<file path="src/rtl/skywater_dlyline_ctrl_pkg.sv">
// rtl/skywater_dlyline_ctrl_pkg.sv - shared types and constants for the delay-line controller
package skywater_dlyline_ctrl_pkg;

    localparam int CODE_W    = 7;
    localparam int NCELL_DEF = 64;

    typedef enum logic [1:0] {
        S_IDLE   = 2'd0,
        S_STEP   = 2'd1,
        S_SETTLE = 2'd2,
        S_DONE   = 2'd3
    } state_t;

    // One cell toward tgt, never leaving 0..lim.
    function automatic logic [CODE_W-1:0] step_toward(
        input logic [CODE_W-1:0] cur,
        input logic [CODE_W-1:0] tgt,
        input logic [CODE_W-1:0] lim
    );
        logic [CODE_W-1:0] res;
        res = cur;
        if (cur < tgt && cur < lim) begin
            res = cur + 1'b1;
        end else if (cur > tgt && cur != '0) begin
            res = cur - 1'b1;
        end
        return res;
    endfunction

endpackage

</file>
<file path="src/rtl/skywater_dlyline_therm_enc.sv">
// rtl/skywater_dlyline_therm_enc.sv - binary code to thermometer word (bit k set when k < code)
module skywater_dlyline_therm_enc
    import skywater_dlyline_ctrl_pkg::*;
#(
    parameter int NCELL = NCELL_DEF
) (
    input  logic [CODE_W-1:0] code,
    output logic [NCELL-1:0]  therm
);

    // Each cell is enabled when its index lies below the requested count.
    always_comb begin
        therm = '0;
        for (int k = 0; k < NCELL; k++) begin
            therm[k] = (int'(code) > k);
        end
    end

endmodule

</file>
<file path="src/rtl/skywater_dlyline_ctrl.sv">
// rtl/skywater_dlyline_ctrl.sv - ramps a thermometer-coded delay line one cell at a time with settle gaps
module skywater_dlyline_ctrl
    import skywater_dlyline_ctrl_pkg::*;
#(
    parameter int NCELL  = NCELL_DEF,
    parameter int SETTLE = 3
) (
    input  logic              clk,
    input  logic              rst,
    input  logic [CODE_W-1:0] code_in,
    input  logic              code_vld,
    output logic              code_rdy,
    output logic [NCELL-1:0]  bk,
    output logic [CODE_W-1:0] cur_code,
    output logic              busy,
    output logic              done
);

    localparam logic [CODE_W-1:0] MAX_CODE    = CODE_W'(NCELL);
    localparam logic [3:0]        SETTLE_LAST = (SETTLE == 0) ? 4'd0 : 4'(SETTLE - 1);

    state_t            state;
    state_t            state_nxt;
    logic [CODE_W-1:0] target;
    logic [CODE_W-1:0] target_nxt;
    logic [CODE_W-1:0] code_nxt;
    logic [CODE_W-1:0] req_code;
    logic [3:0]        cnt;
    logic [3:0]        cnt_nxt;
    logic [NCELL-1:0]  therm_nxt;

    // Requests above the line length saturate to all cells enabled.
    assign req_code = (code_in > MAX_CODE) ? MAX_CODE : code_in;

    // The code that will be applied next cycle, encoded here so bk can be registered
    // together with cur_code and never disagree with it.
    skywater_dlyline_therm_enc #(
        .NCELL(NCELL)
    ) u_therm_enc (
        .code (code_nxt),
        .therm(therm_nxt)
    );

    // Next-state logic; a step is taken on every edge that enters STEP.
    always_comb begin
        state_nxt  = state;
        target_nxt = target;
        code_nxt   = cur_code;
        cnt_nxt    = cnt;
        case (state)
            S_IDLE: begin
                if (code_vld) begin
                    target_nxt = req_code;
                    if (req_code != cur_code) begin
                        state_nxt = S_STEP;
                        code_nxt  = step_toward(cur_code, req_code, MAX_CODE);
                    end else begin
                        state_nxt = S_DONE;
                    end
                end
            end
            S_STEP: begin
                if (SETTLE == 0) begin
                    if (cur_code != target) begin
                        state_nxt = S_STEP;
                        code_nxt  = step_toward(cur_code, target, MAX_CODE);
                    end else begin
                        state_nxt = S_DONE;
                    end
                end else begin
                    state_nxt = S_SETTLE;
                    cnt_nxt   = '0;
                end
            end
            S_SETTLE: begin
                if (cnt == SETTLE_LAST) begin
                    cnt_nxt = '0;
                    if (cur_code != target) begin
                        state_nxt = S_STEP;
                        code_nxt  = step_toward(cur_code, target, MAX_CODE);
                    end else begin
                        state_nxt = S_DONE;
                    end
                end else begin
                    cnt_nxt = cnt + 4'd1;
                end
            end
            S_DONE: begin
                state_nxt = S_IDLE;
            end
            default: begin
                state_nxt = S_IDLE;
            end
        endcase
    end

    // State and all outputs are registered from the next-state decode.
    always_ff @(posedge clk or posedge rst) begin
        if (rst) begin
            state    <= S_IDLE;
            target   <= '0;
            cnt      <= '0;
            cur_code <= '0;
            bk       <= '0;
            code_rdy <= 1'b1;
            busy     <= 1'b0;
            done     <= 1'b0;
        end else begin
            state    <= state_nxt;
            target   <= target_nxt;
            cnt      <= cnt_nxt;
            cur_code <= code_nxt;
            bk       <= therm_nxt;
            code_rdy <= (state_nxt == S_IDLE);
            busy     <= (state_nxt != S_IDLE);
            done     <= (state_nxt == S_DONE);
        end
    end

endmodule

</file>
<file path="config.mk">
export PLATFORM = sky130hd
export DESIGN_NAME = skywater_dlyline_ctrl
export DESIGN_NICKNAME = d
export VERILOG_FILES = /design/src/rtl/skywater_dlyline_ctrl_pkg.sv /design/src/rtl/skywater_dlyline_therm_enc.sv /design/src/rtl/skywater_dlyline_ctrl.sv
export SDC_FILE = /design/constraint.sdc
export NUM_CORES = 1
export LEC_CHECK = 0
export BUFFER_PORTS_ARGS = -buffer_cell sky130_fd_sc_hd__buf_4
export CAP_MARGIN = 20
export CORE_UTILIZATION = 50
export CTS_CLUSTER_SIZE = 12
export DETAILED_ROUTE_END_ITERATION = 7
export GPL_TIMING_DRIVEN = 0
export PLACE_DENSITY_LB_ADDON = 0.3
export RECOVER_POWER = 100
export SLEW_MARGIN = 10
export SYNTH_ARGS = -nofsm -noshare
export SYNTH_HDL_FRONTEND = slang
export SYNTH_SLANG_ARGS = --single-unit
export TNS_END_PERCENT = 30
</file>
<file path="constraint.sdc">
create_clock -name clk -period 2.5 [get_ports clk]
set_input_delay 0.125 -clock clk [delete_from_list [all_inputs] [get_ports clk]]
set_output_delay 0.125 -clock clk [all_outputs]
set_load 0.01 [all_outputs]
</file>
==> results of run 1 <==
==> cell type report <==
| class | instances | area share, % |
|---|---|---|
| Clock inverter | 6 | 1.118 |
| Timing Repair Buffer | 158 | 16.54 |
| Clock buffer | 10 | 2.036 |
| Inverter | 30 | 1.976 |
| Buffer | 16 | 1.976 |
| Sequential cell | 87 | 34.88 |
| Tap cell | 105 | 2.095 |
| Multi-Input combinational cell | 290 | 39.37 |
==> stage by stage <==
stage / hold slack [ns] / util (%) / worst slack, ns
CTS: 0.04158 / 74.79 / -0.4384
floorplan: 0.2418 / - / -0.2240
global route: 0.03194 / 75.55 / -0.8531
detailed placement: 0.1213 / 62.97 / -0.8735
finish: 0.05114 / 75.55 / -0.7957
global placement: 0.3549 / 62.61 / -0.9615
==> cell usage after synthesis (2+ instances only) <==
library cell,n,share of area [%]
o32ai_2,2,0.75
nor3_1,9,1.0
a21oi_1,22,2.6
a221o_1,3,0.70
and3_1,3,0.44
a21oi_2,2,0.41
inv_2,2,0.17
mux2_2,2,0.52
and2_1,2,0.29
o211ai_1,6,1.0
o221ai_1,4,0.81
ha_1,22,6.4
o41ai_1,2,0.41
dfrtp_1,86,50
o21ai_1,15,1.7
nand3b_1,2,0.35
o21a_1,5,0.87
inv_1,27,2.4
o21ai_0,40,4.6
buf_2,6,0.70
nand2_1,47,4.1
a21o_1,4,0.70
a32oi_1,2,0.41
a31oi_1,2,0.29
a211o_1,2,0.41
nand3_1,13,1.5
or2_2,2,0.29
a221oi_1,2,0.41
nand4_1,5,0.73
o22ai_1,2,0.29
nor2_2,3,0.44
nor3_2,4,0.93
o31ai_1,5,0.87
buf_4,3,0.52
nor2_1,18,1.6
nor4_1,2,0.29
clkbuf_1,6,0.52
a211oi_1,3,0.52
==> worst paths after layout <==
path / startpoint / to
min in group asynchronous: rst / bk[21]$_DFF_PP0_
max in group asynchronous: rst / cur_code[0]$_DFF_PP0_
worst min-delay path: code_in[1] / target[1]$_DFFE_PP0P_
worst max-delay path: cur_code[2]$_DFF_PP0_ / bk[1]$_DFF_PP0_
worst min register to register: target[1]$_DFFE_PP0P_ / target[1]$_DFFE_PP0P_
worst max register to register: cur_code[2]$_DFF_PP0_ / bk[1]$_DFF_PP0_
==> metal layers <==
metal  global-route usage [%]  up-vias
met5                        0        -
met3                    8.052       77
met2                    50.66      276
met1                    39.64     2133
li1                         -     1889
met4                    16.29        0
==> cells in the final DEF (no fill, tap or decap), types with 3 or more instances in the layout <==
master	count
a21o_4	3
a21oi_1	11
a21oi_2	9
a21oi_4	5
a221o_1	3
buf_2	4
buf_4	65
buf_6	26
clkbuf_1	71
clkbuf_8	10
clkinvlp_4	3
dfrtp_1	79
dfrtp_2	7
ha_1	9
ha_4	12
inv_1	23
inv_2	3
nand2_1	46
nand3_1	9
nand3_2	3
nand4_1	5
nor2_1	12
nor2_2	5
nor2_4	4
nor3_1	8
nor3_4	4
o211ai_1	6
o21a_2	3
o21ai_0	25
o21ai_1	22
o21ai_2	7
o31ai_1	4
==> flip-flops by register name, summed over array words and instances, names as in the netlist <==
signal,count
busy,1
cnt,4
target,7
cur_code,7
code_rdy,1
bk,64
state,2
done,1
==> tightest hold or removal path, cell delays in order <==
cell and delay, ns:
buf_4 0.11, nand2_1 0.07, o21ai_0 0.07
==> logic make-up (layout without fill, tap and decap cells) <==
logic type,count (synthesis),after routing,share of synthesized area [%]
XOR/XNOR,1,1,0.2032
adder cells (fa/ha/maj),22,22,6.386
AND/OR/NAND/NOR,125,125,15.38
buffers and inverters,46,220,4.499
multiplexers,3,3,0.7547
AO/OA/AOI/OAI,139,139,22.24
flip-flops,87,87,50.54
==> what timing repair did <==
| action | in CTS | in global routing |
|---|---|---|
| cloned | 2 | 1 |
| endpoints found under the setup margin | 71 | 70 |
| endpoints found under the hold margin | 23 | 0 |
| pin swaps | 33 | 37 |
| hold buffers | 2 | 0 |
| setup buffers | 47 | 23 |
| resized for setup | 92 | 41 |
==> impl_summary.txt, run 1 <==
----------------------------------------------------
[Critical path]
  Data arrival time of the critical path ... 3.54 ns
  Path type of the worst setup path ... reg -> reg
  Gate family responsible for the most delay along the worst path ... simple AND/OR/NAND/NOR gates
  Type of origin of the critical path ... register
  Peak fanout along the critical path ... 8
  Worst stage delay on the critical path ... 0.50 ns
  Buffers and inverters on the worst path ... 1
  Data required time at the worst endpoint ... 2.74 ns
  Length in cells of the worst reg-to-reg path ... 10
  Reg2Reg Setup Slack ... -0.80 ns
  Category of the worst setup path capture point ... register
  Slowest cell on the critical path ... dfrtp_2
  Series of cell instances along the critical path ... ha_4 > nand3_1 > o211ai_1 > nor3_2 > a221oi_2 > o32ai_2 > nor4_4 > and3_4 > buf_6 > nand2_1
  Critical path depth ... 10

[STA]
  Post-layout minimum cycle time ... 3.296 ns
  Final Hold Fails ... 0
  Max-slew violation total from the final report ... 0
  Slew headroom ... 30.80%
  Unrepaired setup endpoints after global routing ... yes
  Final setup viols ... 70
  Transition time of the tightest slew-check pin ... 1.032 ns
  Maximum clock frequency ... 303.4 MHz
  Clock tree skew after final layout ... 0.01093 ns
  Final period util ... 131.8%
  Smallest setup slack after layout ... -0.7957 ns
  Total negative setup slack ... -38.40 ns

[Layout]
  Area used by multi-input combinational logic ... 2469 µm²
  Inserted Diodes ... 0
  Area growth from synthesis to final layout ... 45.46%
  Post-layout instance area ... 6270 µm²
  Finished Layout Cells ... 702
  FF/Latch Area ... 2187 µm²
  Count of nets after finishing ... 624
  Filler instances ... 574
  Fraction of layout cells with a size suffix above 1 ... 37.52%

[Die]
  Floorplan die area ... 8997 µm²
  Total number of placement rows ... 33
  Count of boundary I/O pins ... 84
  Die boundary width ... 94.85 µm
  Core footprint ... 8299 µm²
  Die Height ... 94.85 µm
  Initial Util ... 51.94%

[Synthesis]
  Share of the yosys chip area belonging to registers ... 50.54%
  Area of the mapped netlist ... 4310 µm²
  Synth unique cells ... 74
  Syn_area_per_cell ... 10.19 µm²
  Leading register cell type out of synthesis ... dfrtp_1
  Flop and latch count out of synthesis ... 87
  Number of flops mapped to enable cells by yosys ... 0
  Async set-or-reset flop fraction in the synthesized netlist ... 100.0%
  Synthesized netlist net count ... 455
  YS warnings ... 0
  Cells after Synth ... 423

[Detailed routing]
  Pre-Repair DR Iteration Count ... 5
  Top layer reached by signal wires ... met4
  Via-to-Cell Ratio ... 6.232
  Average wire length per cell after detail routing ... 21.27 µm
  Total length of routed met3 wires ... 1180 µm
  Vias ... 4375
  Number of violations reported at the end of detailed-routing iteration 0 ... 450
  Wire length on met1 ... 5745 µm
  Total DRC errors in the routed layout ... 0
  Antenna viol nets, final ... 0
  Wire length on met2 ... 7309 µm
  Sum of routed wire length over all layers ... 14930 µm

[Global route]
  Number of global-route vias before repair ... 4055
  First-pass GRT wire length ... 20940 µm
  Grt ovf ... 0
  Gr usage total ... 31.70%
  Number of antenna violations at the first check in global routing ... 0
  Maximum number of pins on one net before global-route repair ... 66

[Clock tree]
  TritonCTS buffer count ... 9
  Clock-pin slew on the worst setup and hold paths ... 0.09 ns
  Count of H-tree levels built during CTS ... 3
  Clk sink count ... 87
  Clock root buffer master ... clkbuf_8
  Clk Latency, worst-skew pair ... 0.36 ns
  Clock tree from TritonCTS ... done
  Clock buffer depth ... 2

[Hold path]
  Path category of the worst min-delay check ... in -> reg
  Min-Delay Path Depth ... 3

[Place]
  Global placement routability congestion ... 1.009
  Number of placed instances with taps included ... 612
  Detailed-placement wirelength estimate ... 8783 µm
  Dpl cell area ... 5226 µm²
  Count of port buffers added during placement ... 83

[Status]
  Status ... finished, violations left
  Failing checks ... setup timing

[Run]
  # Max-Cap Violations ... 0

----------------------------------------------------
Power of run 1 is not shown: default switching activity piles up to over one toggle a cycle in this logic, so the estimate is an artifact.
==> inputs of run 2 (changes only) <==
Settings changed: ABC_AREA from default to 1, CORE_UTILIZATION 50 to 51, RECOVER_POWER 100 to default.
Clock period 2.5 ns to 2.7 ns, I/O delays scaled along.
==> run 2 against run 1 <==
The run ends with DRC left. Worst setup slack gained 0.90 ns. Cell count grew 12%. Die area is 6.1% higher. Global-route usage is 6.4 points lower. Routed wire length is 20% lower. Worst hold slack got worse by 0.0092 ns. Flip-flop and latch count unchanged. Critical path type unchanged. Critical endpoint is now bk[5]$_DFF_PP0_.
==> impl_summary.txt, run 2 <==
----------------------------------------------------
[Die]
  Floorplan die area ... 9547 µm²
  Die Height ... 97.71 µm
  Count of boundary I/O pins ... 84
  Die boundary width ... 97.71 µm
  Core footprint ... 8806 µm²
  Total number of placement rows ... 34
  Initial Util ... 53.05%

[Layout]
  Inserted Diodes ... 0
  Area used by multi-input combinational logic ... 2293 µm²
  Finished Layout Cells ... 785
  Count of nets after finishing ... 704
  Most frequent cells in the layout ... nand2_1, buf_4, dfrtp_1
  Commonest non-fill, non-tap cell in the layout ... nand2_1
  Filler instances ... 691
  Max FFs per register ... 64
  Largest registers ranked by flip-flop count ... bk x64, cur_code x7, target x7
  Area growth from synthesis to final layout ... 30.18%
  Fraction of layout cells with a size suffix above 1 ... 33.83%
  Fin util ... 69.07%
  FF/Latch Area ... 2186 µm²
  Largest register by flop count ... bk

[Place]
  Count of port buffers added during placement ... 83
  Pre-CTS worst setup slack ... -0.2194 ns
  Number of placed instances with taps included ... 740
  Global placement routability congestion ... 0.8790
  Detailed-placement wirelength estimate ... 8488 µm

[Power]
  Share of total power in sequential cells ... 55.4%
  Leak Pwr ... 0.002714 µW
  Worst vdd ir ... 0.3022 mV
  Combinational Power Share ... 4.3%
  Net switching power ... 528.9 µW
  Total power per unit cell area ... 386.4 nW/µm²
  Switching part of the total power ... 22.50%
  Part of the power in the clock network ... 40.3%
  Cell internal pwr ... 1821 µW

[Critical path]
  Category of the worst setup path capture point ... register
  Data required time at the worst endpoint ... 2.92 ns
  Peak fanout along the critical path ... 8
  Path type of the worst setup path ... reg -> reg
  Data arrival time of the critical path ... 2.82 ns
  Type of origin of the critical path ... register

[STA]
  Slew headroom ... 75.69%
  Final setup viols ... 0
  Clock tree skew after final layout ... 0.01457 ns
  Maximum clock frequency ... 385.0 MHz
  Transition time of the tightest slew-check pin ... 0.3609 ns
  Final Hold Fails ... 0
  Total negative setup slack ... 0 ns
  Post-layout minimum cycle time ... 2.598 ns
  Smallest setup slack after layout ... 0.1024 ns
  Final period util ... 96.21%
  Max-slew violation total from the final report ... 0

[Synthesis]
  Commonest cells in the synthesized netlist ... nand2_1, dfrtp_1, inv_1
  Library cell with the highest instance count after synthesis ... nand2_1
  Synthesized netlist net count ... 580
  Leading register cell type out of synthesis ... dfrtp_1
  YS warnings ... 0
  Area of the mapped netlist ... 4672 µm²
  Async set-or-reset flop fraction in the synthesized netlist ... 100.0%
  Library cell with the largest summed area after synthesis ... dfrtp_1
  Flop and latch count out of synthesis ... 87
  Cells after Synth ... 548
  Share of Yosys cell area claimed by the top area cell type ... 46.06%
  Share of the yosys chip area belonging to registers ... 46.63%
  Syn_area_per_cell ... 8.526 µm²
  Dominant cells by area after synthesis ... dfrtp_1, nand2_1, ha_1
  Number of flops mapped to enable cells by yosys ... 0
  Synth unique cells ... 32

[Detailed routing]
  Sum of routed wire length over all layers ... 11940 µm
  Average wire length per cell after detail routing ... 15.21 µm
  Vias ... 4090
  Pre-Repair DR Iteration Count ... 7
  Number of violations reported at the end of detailed-routing iteration 0 ... 254
  Antenna viol nets, final ... 0
  Via-to-Cell Ratio ... 5.210
  Total DRC errors in the routed layout ... 13

[Clock tree]
  Clock-pin slew on the worst setup and hold paths ... 0.09 ns
  Clock tree from TritonCTS ... done
  Clock root buffer master ... clkbuf_8
  Count of H-tree levels built during CTS ... 3
  TritonCTS buffer count ... 9
  Clk Latency, worst-skew pair ... 0.35 ns
  Clock buffer depth ... 2
  Clk sink count ... 87

[Global route]
  Number of antenna violations at the first check in global routing ... 0
  Number of global-route vias before repair ... 3784
  Grt ovf ... 0
  First-pass GRT wire length ... 18770 µm
  Maximum number of pins on one net before global-route repair ... 60
  Gr usage total ... 25.33%

[Hold path]
  Path category of the worst min-delay check ... in -> reg

[Run]
  # Max-Cap Violations ... 0

[Status]
  Failing checks ... DRC
  Status ... finished, violations left

----------------------------------------------------
## run 2: cell types whose count changed after synthesis, sizes merged, moves of 6 or more
cell	previous run	this run
o21ai	56	28
o211ai	7	0
nor3	14	0
inv	30	74
a21oi	25	10
nand3	14	64
nand2	47	183
clkbuf	6	0
nor2	21	52
## run 2: kinds of logic after synthesis
group	Yosys count	share of synthesized area, %
fa+ha+maj	22	5.892
simple gates	310	33.50
mux	1	0.2143
xor+xnor	7	1.312
compound gates	40	4.848
flops	87	46.63
buf+inv	81	7.606
## run 2: power groups by stage
stage	sequential, µW	combinational, µW	clock (µW)
floorplan	1330	59.2	0
global placement	1330	84.9	0
detailed placement	1330	93.0	0
CTS	1300	94.6	969
global route	1300	116	1020
finish	1300	101	947
## run 2: timing repair
| action | in CTS | in global routing |
|---|---|---|
| endpoints found under the hold margin | 28 | 0 |
| resized for setup | 8 | 34 |
| buffers inserted | 3 | 25 |
| endpoints found under the setup margin | 60 | 62 |
| gates cloned | 0 | 0 |
| pin swaps | 0 | 10 |
| hold buffers | 1 | 0 |
## run 2: path summary, 6_finish.rpt
| path | to | from | depth (start not counted) | slack, ns |
|---|---|---|---|---|
| worst max-delay path | bk[5]$_DFF_PP0_ | cur_code[2]$_DFF_PP0_ | 13 | 0.10 |
| worst min-delay path | target[2]$_DFFE_PP0P_ | code_in[2] | 3 | 0.04 |
| worst max register to register | bk[5]$_DFF_PP0_ | cur_code[2]$_DFF_PP0_ | 13 | 0.10 |
| worst min register to register | target[5]$_DFFE_PP0P_ | target[5]$_DFFE_PP0P_ | 2 | 0.50 |
| max in group asynchronous | code_rdy$_DFF_PP1_ | rst | 4 | 1.71 |
| min in group asynchronous | target[0]$_DFFE_PP0P_ | rst | 3 | 0.32 |
## run 2: area by class of cell
type | instances | share of cell area [%]
multi-input combinational | 380 | 37.71
timing repair buffer | 113 | 14.52
sequential | 87 | 35.94
tap | 108 | 2.222
clock buffer | 11 | 2.489
inverter | 74 | 4.876
clock inverter | 5 | 1.049
buffer | 7 | 1.193
## run 2: metrics by stage
stage,hold slack (ns),area (µm²),total power (µW)
2_1_floorplan,0.2560,4672,1387
3_3_place_gp,0.3808,5430,1413
3_5_place_dp,0.1518,5460,1421
4_1_cts,0.03274,5722,2365
5_1_grt,0.03276,6082,2443
6_report,0.04194,6082,2350
## run 2: critical path, stage by stage, from the launching register on
cell	delay [ns]
dfrtp_2	0.47
ha_1	0.34
a21oi_1	0.14
nand2_1	0.08
nand2_2	0.15
nand3_4	0.14
o21ai_0	0.21
nand2_1	0.11
nand3_1	0.12
nand3_4	0.14
inv_6	0.12
nand2_4	0.09
nor2_4	0.24
nand2_1	0.11
## run 2: layer usage
metal	GRT usage, %	vias to the layer above	wire length (µm)
li1	-	1984	-
met1	34.58	1965	5141
met2	41.08	125	5912
met3	5.108	16	725
met4	7.459	0	163
met5	0	-	0
Note: power is estimated with default switching activity, not from simulation.
==> inputs of run 3 (changes only) <==
Settings changed: CORE_ASPECT_RATIO from default to 1.1.
==> run 3 against run 2 <==
The flow now finishes without violations. Sequential power about the same. Global-route usage about the same. Critical path depth increased by 6. Largest cell class unchanged.
==> impl_summary.txt, run 3 (same netlist as run 2, synthesis figures left out) <==
----------------------------------------------------
[STA]
  Post-layout minimum cycle time ... 2.632 ns
  Slew headroom ... 76.06%
  Transition time of the tightest slew-check pin ... 0.3553 ns
  Clock tree skew after final layout ... 0.008116 ns
  Smallest setup slack after layout ... 0.06762 ns
  Maximum clock frequency ... 379.9 MHz
  Max-slew violation total from the final report ... 0
  Total negative setup slack ... 0 ns
  Worst hold slack after final layout ... 0.05499 ns
  Final period util ... 97.50%
  Final Hold Fails ... 0
  Final setup viols ... 0
  Unrepaired setup endpoints after global routing ... yes

[Layout]
  Largest register by flop count ... bk
  Area used by multi-input combinational logic ... 2260 µm²
  Finished Layout Cells ... 779
  Most frequent cells in the layout ... nand2_1, buf_4, dfrtp_1
  Commonest non-fill, non-tap cell in the layout ... nand2_1
  Fraction of layout cells with a size suffix above 1 ... 32.93%
  Max FFs per register ... 64
  Filler instances ... 707
  Area growth from synthesis to final layout ... 28.17%
  Fin util ... 67.48%
  FF/Latch Area ... 2186 µm²
  Largest registers ranked by flip-flop count ... bk x64, cur_code x7, target x7
  Inserted Diodes ... 0
  Count of nets after finishing ... 693

[Global route]
  Grt ovf ... 0
  Gr usage total ... 25.37%
  First-pass GRT wire length ... 18330 µm
  Number of global-route vias before repair ... 3912
  Number of antenna violations at the first check in global routing ... 0
  Maximum number of pins on one net before global-route repair ... 63

[Clock tree]
  Clock tree from TritonCTS ... done
  Count of H-tree levels built during CTS ... 3
  TritonCTS buffer count ... 9
  Clk Latency, worst-skew pair ... 0.35 ns
  Clock root buffer master ... clkbuf_8
  Clk sink count ... 87
  Clock buffer depth ... 2
  Clock-pin slew on the worst setup and hold paths ... 0.09 ns

[Critical path]
  Peak fanout along the critical path ... 8
  Length in cells of the worst reg-to-reg path ... 19
  Category of the worst setup path capture point ... register
  Type of origin of the critical path ... register
  Data required time at the worst endpoint ... 2.93 ns
  Data arrival time of the critical path ... 2.86 ns
  Path type of the worst setup path ... reg -> reg

[Power]
  Total power per unit cell area ... 414.8 nW/µm²
  Leak Pwr ... 0.002660 µW
  Worst vdd ir ... 0.2917 mV

[Die]
  Count of boundary I/O pins ... 84
  Total number of placement rows ... 36
  Initial Util ... 52.65%
  Core footprint ... 8874 µm²
  Die boundary width ... 93.26 µm
  Floorplan die area ... 9548 µm²
  Die Height ... 102.4 µm

[Detailed routing]
  Sum of routed wire length over all layers ... 11890 µm
  Average wire length per cell after detail routing ... 15.27 µm
  Via-to-Cell Ratio ... 5.112
  Pre-Repair DR Iteration Count ... 4
  Number of violations reported at the end of detailed-routing iteration 0 ... 270
  Antenna viol nets, final ... 0
  Total DRC errors in the routed layout ... 0
  Vias ... 3982

[Hold path]
  Min-Delay Path Depth ... 3
  Path category of the worst min-delay check ... in -> reg

[Place]
  Detailed-placement wirelength estimate ... 8647 µm
  Number of placed instances with taps included ... 746
  Global placement routability congestion ... 0.8792
  Pre-CTS worst setup slack ... -0.1859 ns
  Count of port buffers added during placement ... 83

[Status]
  Status ... completed

[Run]
  # Max-Cap Violations ... 0

----------------------------------------------------
## run 3: cell count changes in the layout (fill, tap and decap cells not counted), moves of 2 or more
cell / change
buf_4: -10
bufinv_16: +2
clkbuf_8: -2
ha_4: -2
inv_1: -2
nor2_2: +2
o21ai_0: -2
## run 3: layer usage
metal	routed length, µm	global-route usage (%)
met3	541	3.423
met4	214	9.586
met5	0	0
met1	5105	32.47
met2	6033	44.00
## run 3: path summary, 6_finish.rpt
kind / start / end / slack (ns)
min reg2reg: target[1]$_DFFE_PP0P_ / target[1]$_DFFE_PP0P_ / 0.50
min in group asynchronous: rst / bk[29]$_DFF_PP0_ / 0.32
min: code_in[2] / target[2]$_DFFE_PP0P_ / 0.05
max: cur_code[0]$_DFF_PP0_ / bk[10]$_DFF_PP0_ / 0.07
max reg2reg: cur_code[0]$_DFF_PP0_ / bk[10]$_DFF_PP0_ / 0.07
max in group asynchronous: rst / code_rdy$_DFF_PP1_ / 1.73
## run 3: repair_timing
action / in CTS / in global routing
endpoints found under the setup margin: 59 / 59
setup buffers: 4 / 13
cloned: 0 / 0
hold buffers: 1 / 0
hold endpoints to repair: 25 / 0
resized for setup: 7 / 38
pin swaps: 0 / 11
## run 3: report_power, final
part           internal (µW)  leakage, µW  switching [µW]  total (µW)
Combinational           33.1      0.00172            65.5        98.6
Sequential              1300     0.000823               0        1300
Clock                    618     0.000120             466        1080
Total                   1950      0.00266             531        2480
## run 3: cell type report
type                    count  area share, %
clock buffers               9          2.069
plain buffers               7          1.212
flip-flops and latches     87          36.50
repair buffers            102          13.16
multi-input cells         380          37.74
clock inverters             6          1.943
well taps                 114          2.382
inverters                  74          4.994
## run 3: worst max-delay path, stage by stage, from the launching register on
cell and delay (ns):
dfrtp_2 0.42, clkinvlp_4 0.21, buf_4 0.20, ha_1 0.18, inv_1 0.05, nor2_1 0.04, nand3_2 0.07, nand2_1 0.07
inv_2 0.11, nand2_2 0.08, nand2_2 0.10, nand2_4 0.09, nand2_1 0.07, nand2_1 0.06, nand2_2 0.08, nand3_4 0.15
inv_6 0.12, nand2_4 0.09, nor2_4 0.22, o21ai_2 0.10
## run 3: per-stage QoR
step,power (µW),cell area (µm²)
global route,2558,5988
detailed placement,1420,5468
global placement,1413,5438
CTS,2488,5762
floorplan,1387,4672
finish,2484,5988
